$ cat config.mk
export PLATFORM = sky130hd
export DESIGN_NAME = mul_seq_ctrl
export DESIGN_NICKNAME = d
export VERILOG_FILES = /design/src/rtl/mul_seq_ctrl.sv
export SDC_FILE = /design/constraint.sdc
export NUM_CORES = 1
export LEC_CHECK = 0
export ABC_AREA = 1
export CAP_MARGIN = 30
export CORE_ASPECT_RATIO = 0.9
export CORE_UTILIZATION = 52
export DETAILED_ROUTE_END_ITERATION = 8
export GPL_TIMING_DRIVEN = 0
export PLACE_DENSITY = 0.74
export SYNTH_ARGS = -nofsm -noshare
export SYNTH_HDL_FRONTEND = slang
export SYNTH_SLANG_ARGS = --single-unit
$ cat constraint.sdc
create_clock -name clk -period 2.9 [get_ports clk]
set_input_delay 0.58 -clock clk [delete_from_list [all_inputs] [get_ports clk]]
set_output_delay 0.58 -clock clk [all_outputs]
set_load 0.02 [all_outputs]
$ cat src/rtl/mul_seq_ctrl.sv
// Sequential 16x16 unsigned multiplier: a shift-add sequencer driving one 16-bit Adder.
// Returns a 32-bit product with {Z, V} status and a one-cycle done pulse.

module Adder (
    input  logic [15:0] in1_i,
    input  logic [15:0] in2_i,
    output logic [15:0] out_o,
    output logic        carry_o,
    output logic [1:0]  flags_o
);
    logic [16:0] full;

    assign full    = {1'b0, in1_i} + {1'b0, in2_i};
    assign out_o   = full[15:0];
    assign carry_o = full[16];
    // {Z, C} of the 16-bit sum
    assign flags_o = {(full[15:0] == 16'h0), full[16]};
endmodule

module mul_seq_ctrl (
    input  logic        clk,
    input  logic        rst,
    input  logic        start,
    input  logic [15:0] a,
    input  logic [15:0] b,
    output logic        busy,
    output logic        done,
    output logic [31:0] product,
    output logic [1:0]  flags
);
    typedef enum logic [1:0] {StIdle, StRun, StDone} state_e;

    state_e      state_q;
    logic [15:0] mcand_q;
    logic [15:0] hi_q;
    logic [15:0] lo_q;
    logic [3:0]  cnt_q;
    logic        busy_q;
    logic        done_q;
    logic [31:0] product_q;
    logic [1:0]  flags_q;

    logic [15:0] sum;
    logic        carry;
    logic [1:0]  adder_flags_unused;
    logic [31:0] acc_d;

    Adder u_adder (
        .in1_i   (hi_q),
        .in2_i   (mcand_q),
        .out_o   (sum),
        .carry_o (carry),
        .flags_o (adder_flags_unused)
    );

    // Low multiplier bit selects add-and-shift or plain shift; carry becomes bit 31.
    always_comb begin
        acc_d = {1'b0, hi_q, lo_q[15:1]};
        if (lo_q[0]) begin
            acc_d = {carry, sum, lo_q[15:1]};
        end
    end

    always_ff @(posedge clk) begin
        if (rst) begin
            state_q   <= StIdle;
            mcand_q   <= 16'h0;
            hi_q      <= 16'h0;
            lo_q      <= 16'h0;
            cnt_q     <= 4'h0;
            busy_q    <= 1'b0;
            done_q    <= 1'b0;
            product_q <= 32'h0;
            flags_q   <= 2'b10;
        end else begin
            unique case (state_q)
                StIdle: begin
                    if (start) begin
                        mcand_q <= a;
                        hi_q    <= 16'h0;
                        lo_q    <= b;
                        cnt_q   <= 4'h0;
                        busy_q  <= 1'b1;
                        state_q <= StRun;
                    end
                end
                StRun: begin
                    hi_q  <= acc_d[31:16];
                    lo_q  <= acc_d[15:0];
                    cnt_q <= cnt_q + 4'd1;
                    if (cnt_q == 4'd15) begin
                        product_q <= acc_d;
                        flags_q   <= {(acc_d == 32'h0), (acc_d[31:16] != 16'h0)};
                        done_q    <= 1'b1;
                        state_q   <= StDone;
                    end
                end
                StDone: begin
                    done_q  <= 1'b0;
                    busy_q  <= 1'b0;
                    state_q <= StIdle;
                end
                default: begin
                    state_q <= StIdle;
                end
            endcase
        end
    end

    assign busy    = busy_q;
    assign done    = done_q;
    assign product = product_q;
    assign flags   = flags_q;
endmodule

=== After elaboration in Yosys (flattened, before gate mapping) ===
Index checks and enable logic that the tools add are counted.

* Muxes and demuxes: 14
* $add $sub $neg: 2
* Equal/unequal tests: 5
* Reduce and logical (&&, ||, !) cells: 12

{| class="wikitable"
|+ Operator list
! operator !! count
|-
| case mux 16 bit (2 select lines) || 2
|-
| logical NOT 32 bit || 1
|-
| two-way mux 16 bit || 2
|-
| two-way mux 32 bit || 1
|-
| adder 16 x 16 -> 17 bit || 1
|-
| nonzero test 16 bit || 1
|-
| AND reduction 2 bit || 6
|-
| case mux 4 bit (2 select lines) || 1
|-
| nonzero test 2 bit || 3
|-
| adder 4 x 1 -> 4 bit (second input constant) || 1
|-
| equality test 4 bit (second input constant) || 1
|-
| two-way mux 2 bit || 2
|-
| two-way mux 4 bit || 1
|-
| inequality test 2 bit (second input constant) || 2
|-
| case mux 1 bit (2 select lines) || 2
|-
| case mux 2 bit (2 select lines) || 1
|-
| equality test 2 x 1 -> 1 bit (second input constant) || 1
|-
| equality test 2 bit (second input constant) || 1
|-
| logical NOT 2 bit || 1
|-
| two-way mux 1 bit || 2
|}

* Output and inout port bits: 36
* Word-level logic and storage cells: 42
* Input bits: 35
* Bits in registers: 90

=== Logic depth before layout (Yosys ltp) ===
Gate-level depths: netlist (run 1).

* Depth in word-level cells: 3
* Mapped depth: 18
* Mapped depth without buffers: 18

=== Hierarchy ===
From an unflattened synthesis (run 1), not the netlist that was laid out.

* Cell total of the unflattened synthesis: 679
* Area total of the unflattened synthesis: 4694.5 um^2

{| class="wikitable"
|+ By module, submodules not included
! module !! cells each !! times used !! sequential area each (um^2) !! area an instance (um^2)
|-
| mul_seq_ctrl || 477 || 1 || 1801.7 || 3638.5
|-
| Adder || 202 || 1 || 0.0 || 1056.0
|}

=== Least setup slack after synthesis (run 1) ===
No wires, ideal clock.

* Kind: reg2reg
* Start: register hi_q[0]
* End: register flags_q[0], in the netlist flags[0]
* Data required time: 2791 ps
* Cell stages (with the launch flop): 18
* Data arrival time: 1942 ps
* Setup time: 109 ps
* Setup slack: 849 ps
* Path buffers: 0
* Period minus slack after synthesis: 2051 ps
* Cell sequence: dfxtp_1 ha_1 inv_1 fa_1 inv_1 nand2_1 nand2_1 nand3_1 nand2_1 nand2_1 nand3_1 nand3_1 nand2_1 nand2_1 nor2_2 nand3_1 nand2_1 inv_1

* Word-level cells in the longest chain between the ends: 3

{| class="wikitable"
|+ Ends and longest elaborated chain
! element !! RTL line !! source
|-
| start: declaration || 35 || <nowiki>logic [15:0] hi_q;</nowiki>
|-
| start signal: assignment || 88 || <nowiki>hi_q <= acc_d[31:16];</nowiki>
|-
| adder 16 x 16 -> 17 bit || 13 || <nowiki>assign full = {1'b0, in1_i} + {1'b0, in2_i};</nowiki>
|-
| two-way mux 32 bit || 59 || <nowiki>if (lo_q[0]) begin</nowiki>
|-
| nonzero test 16 bit || 93 || <nowiki>flags_q <= {(acc_d == 32'h0), (acc_d[31:16] != 16'h0)};</nowiki>
|-
| end signal: assignment || 93 ||
|-
| end: declaration || 41 || <nowiki>logic [1:0] flags_q;</nowiki>
|}

No other way between the ends.
A chain may end at the register's enable or synchronous reset.

=== Final worst setup path (run 1) ===
Same ends and word-level chain as after synthesis.

==> results of run 1 <==
layout make-up:
cell class                      instances  area [sq um]  share of cell area
Multi-Input combinational cell        451          2250               0.402
Sequential cell                        90          1800               0.321
Timing Repair Buffer                   70           701               0.125
Inverter                              102           383              0.0683
Tap cell                              115           144              0.0257
Clock buffer                           10           138              0.0245
Buffer                                 26           109              0.0194
Clock inverter                          6          78.8              0.0141
worst max path at each step:
stage	endpoint	startpoint	slack, ps	cells past startpoint
final	flags[0]	hi_q[0]	330	17
after global routing	flags[0]	hi_q[0]	80	17
after CTS	flags[0]	hi_q[0]	370	17
after detailed placement	flags[0]	hi_q[0]	410	17
after global placement	flags[0]	mcand_q[0]	450	17
after floorplan	flags[0]	hi_q[0]	850	17
cell families (layout without fill, tap and decap cells):
group,Yosys count,after routing,share of synthesized area
compound gates,118,118,0.155
fa+ha+maj,18,18,0.0512
buf+inv,128,214,0.108
flops,90,90,0.396
mux,1,1,0.00220
simple gates,314,314,0.287
cells in the final DEF (no fill, tap or decap), drive strengths merged:
cell             n
or2              1
o211ai          13
dfxtp           90
ha              17
nor3             2
a21oi           29
and2             1
o21ai           38
a221oi           1
inv            107
nand4            5
nor2            69
and3             1
fa               1
nand2          186
a32o             1
clkbuf          24
a31oi            9
buf             12
o221ai           3
o311a            1
bufinv           1
a2111oi          1
mux2i            1
nor4             3
a211oi           7
clkdlybuf4s50   70
nand3           46
o21bai           1
o21a             1
o22ai           13
power groups by stage:
| stage | sequential (mW) | combinational (mW) | clock [mW] |
|---|---|---|---|
| CTS | 1.32 | 0.429 | 0.962 |
| global placement | 1.35 | 0.419 | 0 |
| floorplan | 1.35 | 0.279 | 0 |
| finish | 1.33 | 0.436 | 0.962 |
| detailed placement | 1.35 | 0.427 | 0 |
| global route | 1.33 | 0.482 | 1.01 |
metrics by stage:
stage          total power [mW]  instances  setup WS (ps)
6_report                   2.72        870            335
5_1_grt                    2.82        870           77.7
4_1_cts                    2.72        870            373
3_5_place_dp               1.78        854            412
3_3_place_gp               1.77        854            452
2_1_floorplan              1.62        669            849
cell usage after synthesis (all sizes together) (2+ instances only):
cell type  instances  area (sq um)
a211oi             7          52.6
nor4               3          18.8
o22ai             13          81.3
dfxtp             90          1800
clkbuf            14          52.6
o221ai             3          26.3
nor2              69           277
a31oi              9          56.3
nand3             46           235
ha                17           213
nand2            186           703
nand4              5          31.3
inv              102           383
o211ai            13          97.6
buf               12          56.3
nor3               2          20.0
o21ai             38           190
a21oi             29           149
state kept, by name (all words and copies together) (netlist names):
name     flops
flags        2
busy         1
product     32
hi_q        16
mcand_q     16
done         1
lo_q        16
cnt_q        4
state_q      2
per-layer routing:
layer  vias to the layer above  GRT usage  part of all wire
met5                         -          0                 0
met4                         0     0.0942             0.019
met3                        23     0.0550             0.076
met2                       206      0.434              0.43
met1                      2168      0.413              0.47
li1                       2321          -                 -
critical path: cells and delay by family (launching register included):
kind | cells | cell delay, ps
buf+inv | 3 | 240
simple gates | 12 | 1180
flops | 1 | 370
fa+ha+maj | 2 | 660
==> summary.md, run 1 <==
| Metric | Value |
|---|---|
| IO Count | `71` |
| Number of buffers created by CTS | `9` |
| Int Power | `1.89 mW` |
| Psw | `approximately 0.83 mW` |
| TritonCTS sink count | `90` |
| Overall via count from detail_route | `4,718` |
| Worst-case vdd ir drop | `0.309 mV` |
| Number of pins exceeding their max-slew limit in the final report | `0` |
| Critical Path Fanout Max | `4` |
| Largest buffer count on any clock path | `2` |
| Critical setup path kind | `reg2reg` |
| Final hold violations | `0` |
| Core ar. | `0.00826 sq mm` |
| Ratio of cells with drive above 1 in the final layout | `0.0556` |
| Combined area of all synthesized cells | `0.00455 sq mm` |
| Register clock-pin slew on the reported worst setup and hold paths | `110 ps` |
| Gate count of the mapped netlist | `669` |
| Fraction of registers with async set/reset | `0` |
| Share of power burned in combinational logic | `0.160` |
| Number of inserted filler cells in the final layout | `approximately 740` |
| Total global routing track utilization | `0.289` |
| Number of distinct library cells after synthesis | `35` |
| Flop pwr share | `0.487` |
| Area post-placement | `around 0.0054 sq mm` |
| Hold-fix buffers, CTS | `0` |
| Share of total power in the clock network | `0.353` |
| Critical path data required time | `3170 ps` |
| Full die area | `about 0.0091 sq mm` |
| Switching portion of total power | `0.305` |
| Y dimension of the die | `around 91 um` |
| FF-to-FF Start | `hi_q[0]` |
| EDFF count, synth | `0` |
| Average detailed-routed wire length per instance | `about 15 um` |
| Synth Flop Type | `sky130_fd_sc_hd__dfxtp_1` |
| Starting DRC count in detailed routing | `284` |
| Highest Clock Rate | `390 MHz` |
| Clock latency on the worst-skew pair | `370 ps` |
| Final worst hold slack | `469 ps` |
| Synth warnings | `0` |
| Tightest slew margin relative to the limit | `0.543` |
| Width of the die | `101 um` |
| Destination of the worst register-to-register timing path | `flags[0]` |
| Most frequent cell on the critical path | `sky130_fd_sc_hd__nand2_1` |
| TNS Setup | `0 ps` |
| Final critical path time including I/O delays and setup | `2570 ps` |
| Initial core utilization | `0.550` |
| Sequential cell area fraction in the yosys report | `0.396` |
| Final setup vio count | `0` |
| Hold-critical path depth | `2` |
| TritonCTS clock tree | `built` |
| Post-route cell area | `0.00561 sq mm` |
| Class of the tightest hold or removal check | `reg2reg` |
| Worst path arrival time | `2840 ps` |
| Pin slew with the least headroom to its limit | `roughly 690 ps` |
| Overflow left after global routing | `0` |
| Number of resized instances in the post-cts repair step | `0` |
| Startpoint type of the worst setup path | `flop` |
| Flip-flop and latch count after synthesis | `90` |
| Final #Nets | `803` |
| Vias in the first global route | `about 4,300` |
| Post-CTS setup buffer count | `0` |
| Root buffer selected by CTS | `sky130_fd_sc_hd__clkbuf_8` |
| HPWL Detailed | `9700 um` |
| Antenna diode count | `0` |
| List of cells traversed by the critical path | `ha_1 -> inv_1 -> fa_1 -> inv_1 -> nand2_1 -> nand2_1 -> nand3_1 -> nand3_1 -> nand3_1 -> nand2_1 -> nand2_1 -> nor2_1 -> nand2_1 -> nor2_1 -> nand3_1 -> nand2_1 -> inv_1` |
| Max Cap Viol | `0` |
| Number of remaining DRC errors | `0` |
| Net Count, Synth | `~720` |
| Maximum level of the CTS H-tree | `3` |
| First-pass GRT wire length | `20,600 um` |
| IO Port Bufs | `70` |
| Antenna violations before repair | `0` |
| Hold Startpoint | `product[6]` |
| Static leakage | `2.49 nW` |
| Final worst-path cycle share | `0.885` |
| Post-Route Skew | `9.18 ps` |
| Worst setup slack for register-to-register paths | `about 330 ps` |
| Antenna violation net count after detailed routing | `0` |
| RSZ-0062 raised after global routing | `no` |
| Routability cong. | `0.914` |
| Syn_area_per_cell | `6.79 sq um` |
| Vias per std cell | `5.42` |
| Area growth from synthesis to layout | `23.3%` |
| Standard cell with the maximum stage delay on the critical path | `sky130_fd_sc_hd__fa_1` |
| Worst Reg-to-Reg Cells | `17` |
| Status | `complete, no violations` |
| Power density normalized to cell area | `486 mW/mm^2` |
| Wire length reported by the detailed router | `12,900 um` |
| TritonRoute pass-1 iters | `5` |
| WHS Endpoint | `product[6]` |
| Setup crit end kind | `flop` |
| Peak per-stage delay on the critical path | `a little under 400 ps` |
| Row cnt | `31` |
| Largest net degree at the start of global routing | `18` |
| Layout Utilization | `0.679` |
Power figures use the tool's default switching activity.
==> run 2, diff against run 1 <==
Settings changed: CORE_UTILIZATION 52 to 38, PLACE_DENSITY 0.74 to 0.56.
==> summary.md, run 2 (same netlist as run 1, synthesis figures left out) <==
| Metric | Value |
|---|---|
| Status | `complete, no violations` |
| Vias in the first global route | `4,286` |
| Overflow left after global routing | `0` |
| Critical setup path kind | `reg2reg` |
| Core ar. | `between 0.01 and 0.015 sq mm` |
| Starting DRC count in detailed routing | `roughly 270` |
| Worst-case vdd ir drop | `0.375 mV` |
| Number of buffers created by CTS | `9` |
| Ratio of cells with drive above 1 in the final layout | `0.0556` |
| Width of the die | `117 um` |
| Routability cong. | `0.874` |
| Largest register FFs | `32` |
| HPWL Detailed | `10,400 um` |
| Maximum level of the CTS H-tree | `3` |
| Hold-critical path depth | `2` |
| Antenna diode count | `0` |
| Root buffer selected by CTS | `sky130_fd_sc_hd__clkbuf_16` |
| Setup crit end kind | `flop` |
| Final critical path time including I/O delays and setup | `2560 ps` |
| Worst path arrival time | `between 2000 and 3000 ps` |
| Most frequent cells in the layout | `184 x sky130_fd_sc_hd__nand2_1, 98 x sky130_fd_sc_hd__inv_1, 90 x sky130_fd_sc_hd__dfxtp_1, 70 x sky130_fd_sc_hd__clkdlybuf4s50_1, 62 x sky130_fd_sc_hd__nor2_1` |
| Post-CTS setup buffer count | `0` |
| Clock latency on the worst-skew pair | `340 ps` |
| Final setup vio count | `0` |
| IO Port Bufs | `70` |
| WHS Endpoint | `product[7]` |
| Antenna violations before repair | `0` |
| List of cells traversed by the critical path | `ha_1 -> inv_1 -> fa_1 -> inv_1 -> nand2_1 -> nand2_1 -> nand3_1 -> nand3_1 -> nand3_1 -> nand2_1 -> nand2_1 -> nor2_1 -> nand2_1 -> nor2_1 -> nand3_1 -> nand2_1 -> inv_1` |
| Number of remaining DRC errors | `0` |
| Number of resized instances in the post-cts repair step | `0` |
| Initial core utilization | `0.394` |
| IO Count | `71` |
| TritonRoute pass-1 iters | `6` |
| Most frequent cell on the critical path | `sky130_fd_sc_hd__nand2_1` |
| Largest net degree at the start of global routing | `17` |
| Total global routing track utilization | `0.235` |
| Antenna violation net count after detailed routing | `0` |
| Highest Clock Rate | `roughly 390 MHz` |
| Max Cap Viol | `0` |
| Tightest slew margin relative to the limit | `0.473` |
| Full die area | `0.0124 sq mm` |
| Final Power | `about 3.0 mW` |
| Y dimension of the die | `106 um` |
| Class of the tightest hold or removal check | `reg2reg` |
| Area growth from synthesis to layout | `26.9%` |
| Final worst-path cycle share | `0.882` |
| TritonCTS clock tree | `built` |
| Largest buffer count on any clock path | `2` |
| Critical path data required time | `3140 ps` |
| First-pass GRT wire length | `21,900 um` |
| Vias per std cell | `4.92` |
| Critical Path Fanout Max | `4` |
| Final hold violations | `0` |
| Final worst hold slack | `468 ps` |
| Peak per-stage delay on the critical path | `400 ps` |
| Startpoint type of the worst setup path | `flop` |
| Commonest non-fill, non-tap cell in the layout | `sky130_fd_sc_hd__nand2_1` |
| Destination of the worst register-to-register timing path | `flags[0]` |
| Number of pins exceeding their max-slew limit in the final report | `0` |
| Register clock-pin slew on the reported worst setup and hold paths | `70 ps` |
| TritonCTS sink count | `90` |
| Average detailed-routed wire length per instance | `around 15 um` |
| Register Area | `approximately 0.0018 sq mm` |
| Pin slew with the least headroom to its limit | `between 700 and 800 ps` |
| Standard cell with the maximum stage delay on the critical path | `sky130_fd_sc_hd__fa_1` |
| Hold-fix buffers, CTS | `0` |
| Power density normalized to cell area | `528 mW/mm^2` |
| Overall via count from detail_route | `4,483` |
| Row cnt | `37` |
| TNS Setup | `0 ps` |
| Number of inserted filler cells in the final layout | `1,173` |
| RSZ-0062 raised after global routing | `no` |
| Final #Nets | `between 800 and 900` |
| Wire length reported by the detailed router | `13,800 um` |
| FF-to-FF Start | `hi_q[0]` |
| Static leakage | `roughly 2.5 nW` |
| Multi-input logic area | `between 0.002 and 0.0025 sq mm` |
| Worst setup slack for register-to-register paths | `340 ps` |
| Post-Route Skew | `6.83 ps` |
| Worst Reg-to-Reg Cells | `17` |
| Hold Startpoint | `product[7]` |
## run 2: worst max-delay path, delay by kind of cell (launching register included)
| family | cells | cell delay (ps) |
|---|---|---|
| and+or+nand+nor | 12 | 1150 |
| adders and majority gates | 2 | 680 |
| DFF | 1 | 370 |
| buffers and inverters | 3 | 240 |
## run 2: metrics by stage
step                      utilization  instance area [sq um]  instances  setup slack, ps
after CTS                       0.500                   5770        911              346
after detailed placement        0.472                   5440        895              365
after floorplan                     -                   4550        669              849
after global placement          0.472                   5440        895              372
after global routing            0.500                   5770        911             81.6
final                           0.500                   5770        911              343
## run 2: power by group
part	internal, mW	switching (mW)
registers	1.29	0.0370
logic	0.158	0.278
clock network	0.763	0.517
total	2.21	0.832
## run 2: worst max-delay path by stage
stage | start | to | slack [ps] | cells after the start
finish | hi_q[0] | flags[0] | 340 | 17
detailed placement | start | hi_q[1] | 370 | 7
global placement | hi_q[0] | flags[0] | 370 | 17
global route | hi_q[0] | flags[0] | 80 | 17
floorplan | hi_q[0] | flags[0] | 850 | 17
CTS | hi_q[0] | flags[0] | 350 | 17
## run 2: layer usage
metal | GRT usage | routed length (um) | up-vias
li1 | - | - | 2326
met1 | 0.335 | 6920 | 2018
met2 | 0.355 | 5990 | 123
met3 | 0.0397 | 641 | 16
met4 | 0.0750 | 242 | 0
met5 | 0 | 0 | -
## run 2: layout make-up
class	instances	share of cell area
buffer	26	0.0189
clock buffer	9	0.0390
multi-input combinational	451	0.390
clock inverter	7	0.0176
sequential	90	0.312
inverter	102	0.0664
tap	156	0.0338
timing repair buffer	70	0.121
==> run 3, diff against run 2 <==
Settings changed: CORE_ASPECT_RATIO 0.9 to not set, CTS_CLUSTER_DIAMETER set to 40.
==> summary.md, run 3 (same netlist as run 1, synthesis figures left out) <==
| Metric | Value |
|---|---|
| Status | `finished with violations` |
| Violated checks | `design-rule violations` |
| Full die area | `roughly 0.012 sq mm` |
| Antenna violation net count after detailed routing | `0` |
| Vias in the first global route | `4,420` |
| Most frequent cell on the critical path | `sky130_fd_sc_hd__nand2_1` |
| Worst path arrival time | `approximately 2800 ps` |
| Initial core utilization | `0.395` |
| Final hold violations | `0` |
| Final #Nets | `803` |
| Setup crit end kind | `flop` |
| Maximum level of the CTS H-tree | `3` |
| Static leakage | `2.52 nW` |
| TritonRoute pass-1 iters | `9` |
| Final worst hold slack | `464 ps` |
| Wire length reported by the detailed router | `about 13,000 um` |
| Family of cells with the greatest summed delay on the critical path | `simple AND/OR/NAND/NOR gates` |
| Final Power | `2.89 mW` |
| Root buffer selected by CTS | `sky130_fd_sc_hd__clkbuf_16` |
| Antenna diode count | `0` |
| Total buffers and inverters traversed by the critical path | `3` |
| Total global routing track utilization | `0.226` |
| TritonCTS clock tree | `built` |
| Area growth from synthesis to layout | `25.5%` |
| Commonest non-fill, non-tap cell in the layout | `sky130_fd_sc_hd__nand2_1` |
| Number of buffers created by CTS | `9` |
| Max Cap Viol | `0` |
| Average detailed-routed wire length per instance | `about 15 um` |
| Class of the tightest hold or removal check | `reg2reg` |
| Final worst-path cycle share | `0.869` |
| Ratio of cells with drive above 1 in the final layout | `0.0543` |
| First-pass GRT wire length | `about 22,000 um` |
| Register clock-pin slew on the reported worst setup and hold paths | `roughly 70 ps` |
| IO Count | `71` |
| Pin slew with the least headroom to its limit | `around 710 ps` |
| Peak per-stage delay on the critical path | `410 ps` |
| Startpoint type of the worst setup path | `flop` |
| Starting DRC count in detailed routing | `212` |
| IO Port Bufs | `70` |
| Post-Route Skew | `~5.5 ps` |
| Width of the die | `111 um` |
| Hold-fix buffers, CTS | `0` |
| Number of pins exceeding their max-slew limit in the final report | `0` |
| Vias per std cell | `4.97` |
| Clock latency on the worst-skew pair | `340 ps` |
| Area post-placement | `0.00543 sq mm` |
| Critical setup path kind | `reg2reg` |
| Placed cell count | `882` |
| Layout Utilization | `0.495` |
| Critical Path Fanout Max | `4` |
| Tightest slew margin relative to the limit | `0.527` |
| Final worst setup slack | `380 ps` |
| Critical path data required time | `around 3100 ps` |
| Highest Clock Rate | `397 MHz` |
| Largest net degree at the start of global routing | `16` |
| Final cell count without fillers | `898` |
| TritonCTS sink count | `90` |
| Core ar. | `about 0.012 sq mm` |
| Number of remaining DRC errors | `2` |
| Largest buffer count on any clock path | `2` |
| TNS Setup | `0 ps` |
| Number of resized instances in the post-cts repair step | `0` |
| Antenna violations before repair | `0` |
| Post-route cell area | `~0.0057 sq mm` |
| Overall via count from detail_route | `4,466` |
| Row cnt | `39` |
| RSZ-0062 raised after global routing | `no` |
| Overflow left after global routing | `0` |
| Post-CTS setup buffer count | `0` |
| Final critical path time including I/O delays and setup | `2520 ps` |
| Most frequent cells in the layout | `184 x sky130_fd_sc_hd__nand2_1, 98 x sky130_fd_sc_hd__inv_1, 90 x sky130_fd_sc_hd__dfxtp_1, 70 x sky130_fd_sc_hd__clkdlybuf4s50_1, 62 x sky130_fd_sc_hd__nor2_1` |
| Worst-case vdd ir drop | `0.430 mV` |
| Worst-case setup slack after placement | `407 ps` |
| HPWL Detailed | `10,200 um` |
| Final setup vio count | `0` |
| List of cells traversed by the critical path | `ha_1 -> inv_1 -> fa_1 -> inv_1 -> nand2_1 -> nand2_1 -> nand3_1 -> nand2_1 -> nand2_1 -> nand3_1 -> nand3_1 -> nand2_1 -> nand2_1 -> nor2_2 -> nand3_1 -> nand2_1 -> inv_1` |
| Standard cell with the maximum stage delay on the critical path | `sky130_fd_sc_hd__fa_1` |
| Routability cong. | `approximately 0.86` |
| Power density normalized to cell area | `507 mW/mm^2` |
| Y dimension of the die | `111 um` |
| Largest register FFs | `32` |
[run 3: changes by cell type in the layout (fill, tap and decap cells not counted), sizes merged]
cell	delta
bufinv	-2
clkbuf	+2
[run 3: worst paths after layout]
path	startpoint	endpoint	slack (ps)	depth (start not counted)
worst max-delay path	hi_q[0]	flags[0]	380	17
worst min register to register	product[6]	product[6]	460	2
worst min-delay path	product[6]	product[6]	460	2
worst max register to register	hi_q[0]	flags[0]	380	17
[run 3: layout make-up]
type / count / area (sq um)
plain buffers: 26 / 109
clock buffers: 11 / 243
clock inverters: 5 / 37.5
fillers: 1195 / 5810
inverters: 102 / 383
multi-input cells: 451 / 2250
flip-flops and latches: 90 / 1800
well taps: 143 / 179
repair buffers: 70 / 701
[run 3: worst min-delay path: stages, from the launching register on]
cell                      delay, ps
sky130_fd_sc_hd__dfxtp_1        310
sky130_fd_sc_hd__nand2_1         60
sky130_fd_sc_hd__a21oi_1         50
[run 3: per-layer routing]
metal / routed length, um / part of all wire / GRT usage
met3: 529 / 0.039 / 0.0452
met1: 6540 / 0.49 / 0.296
met2: 6070 / 0.45 / 0.378
met4: 268 / 0.020 / 0.0658
met5: 0 / 0 / 0
[run 3: power breakdown]
part | leakage [nW] | switching, mW | internal, mW
logic | 1.65 | 0.273 | 0.158
registers | 0.733 | 0.0393 | 1.29
clock network | 0.133 | 0.520 | 0.610
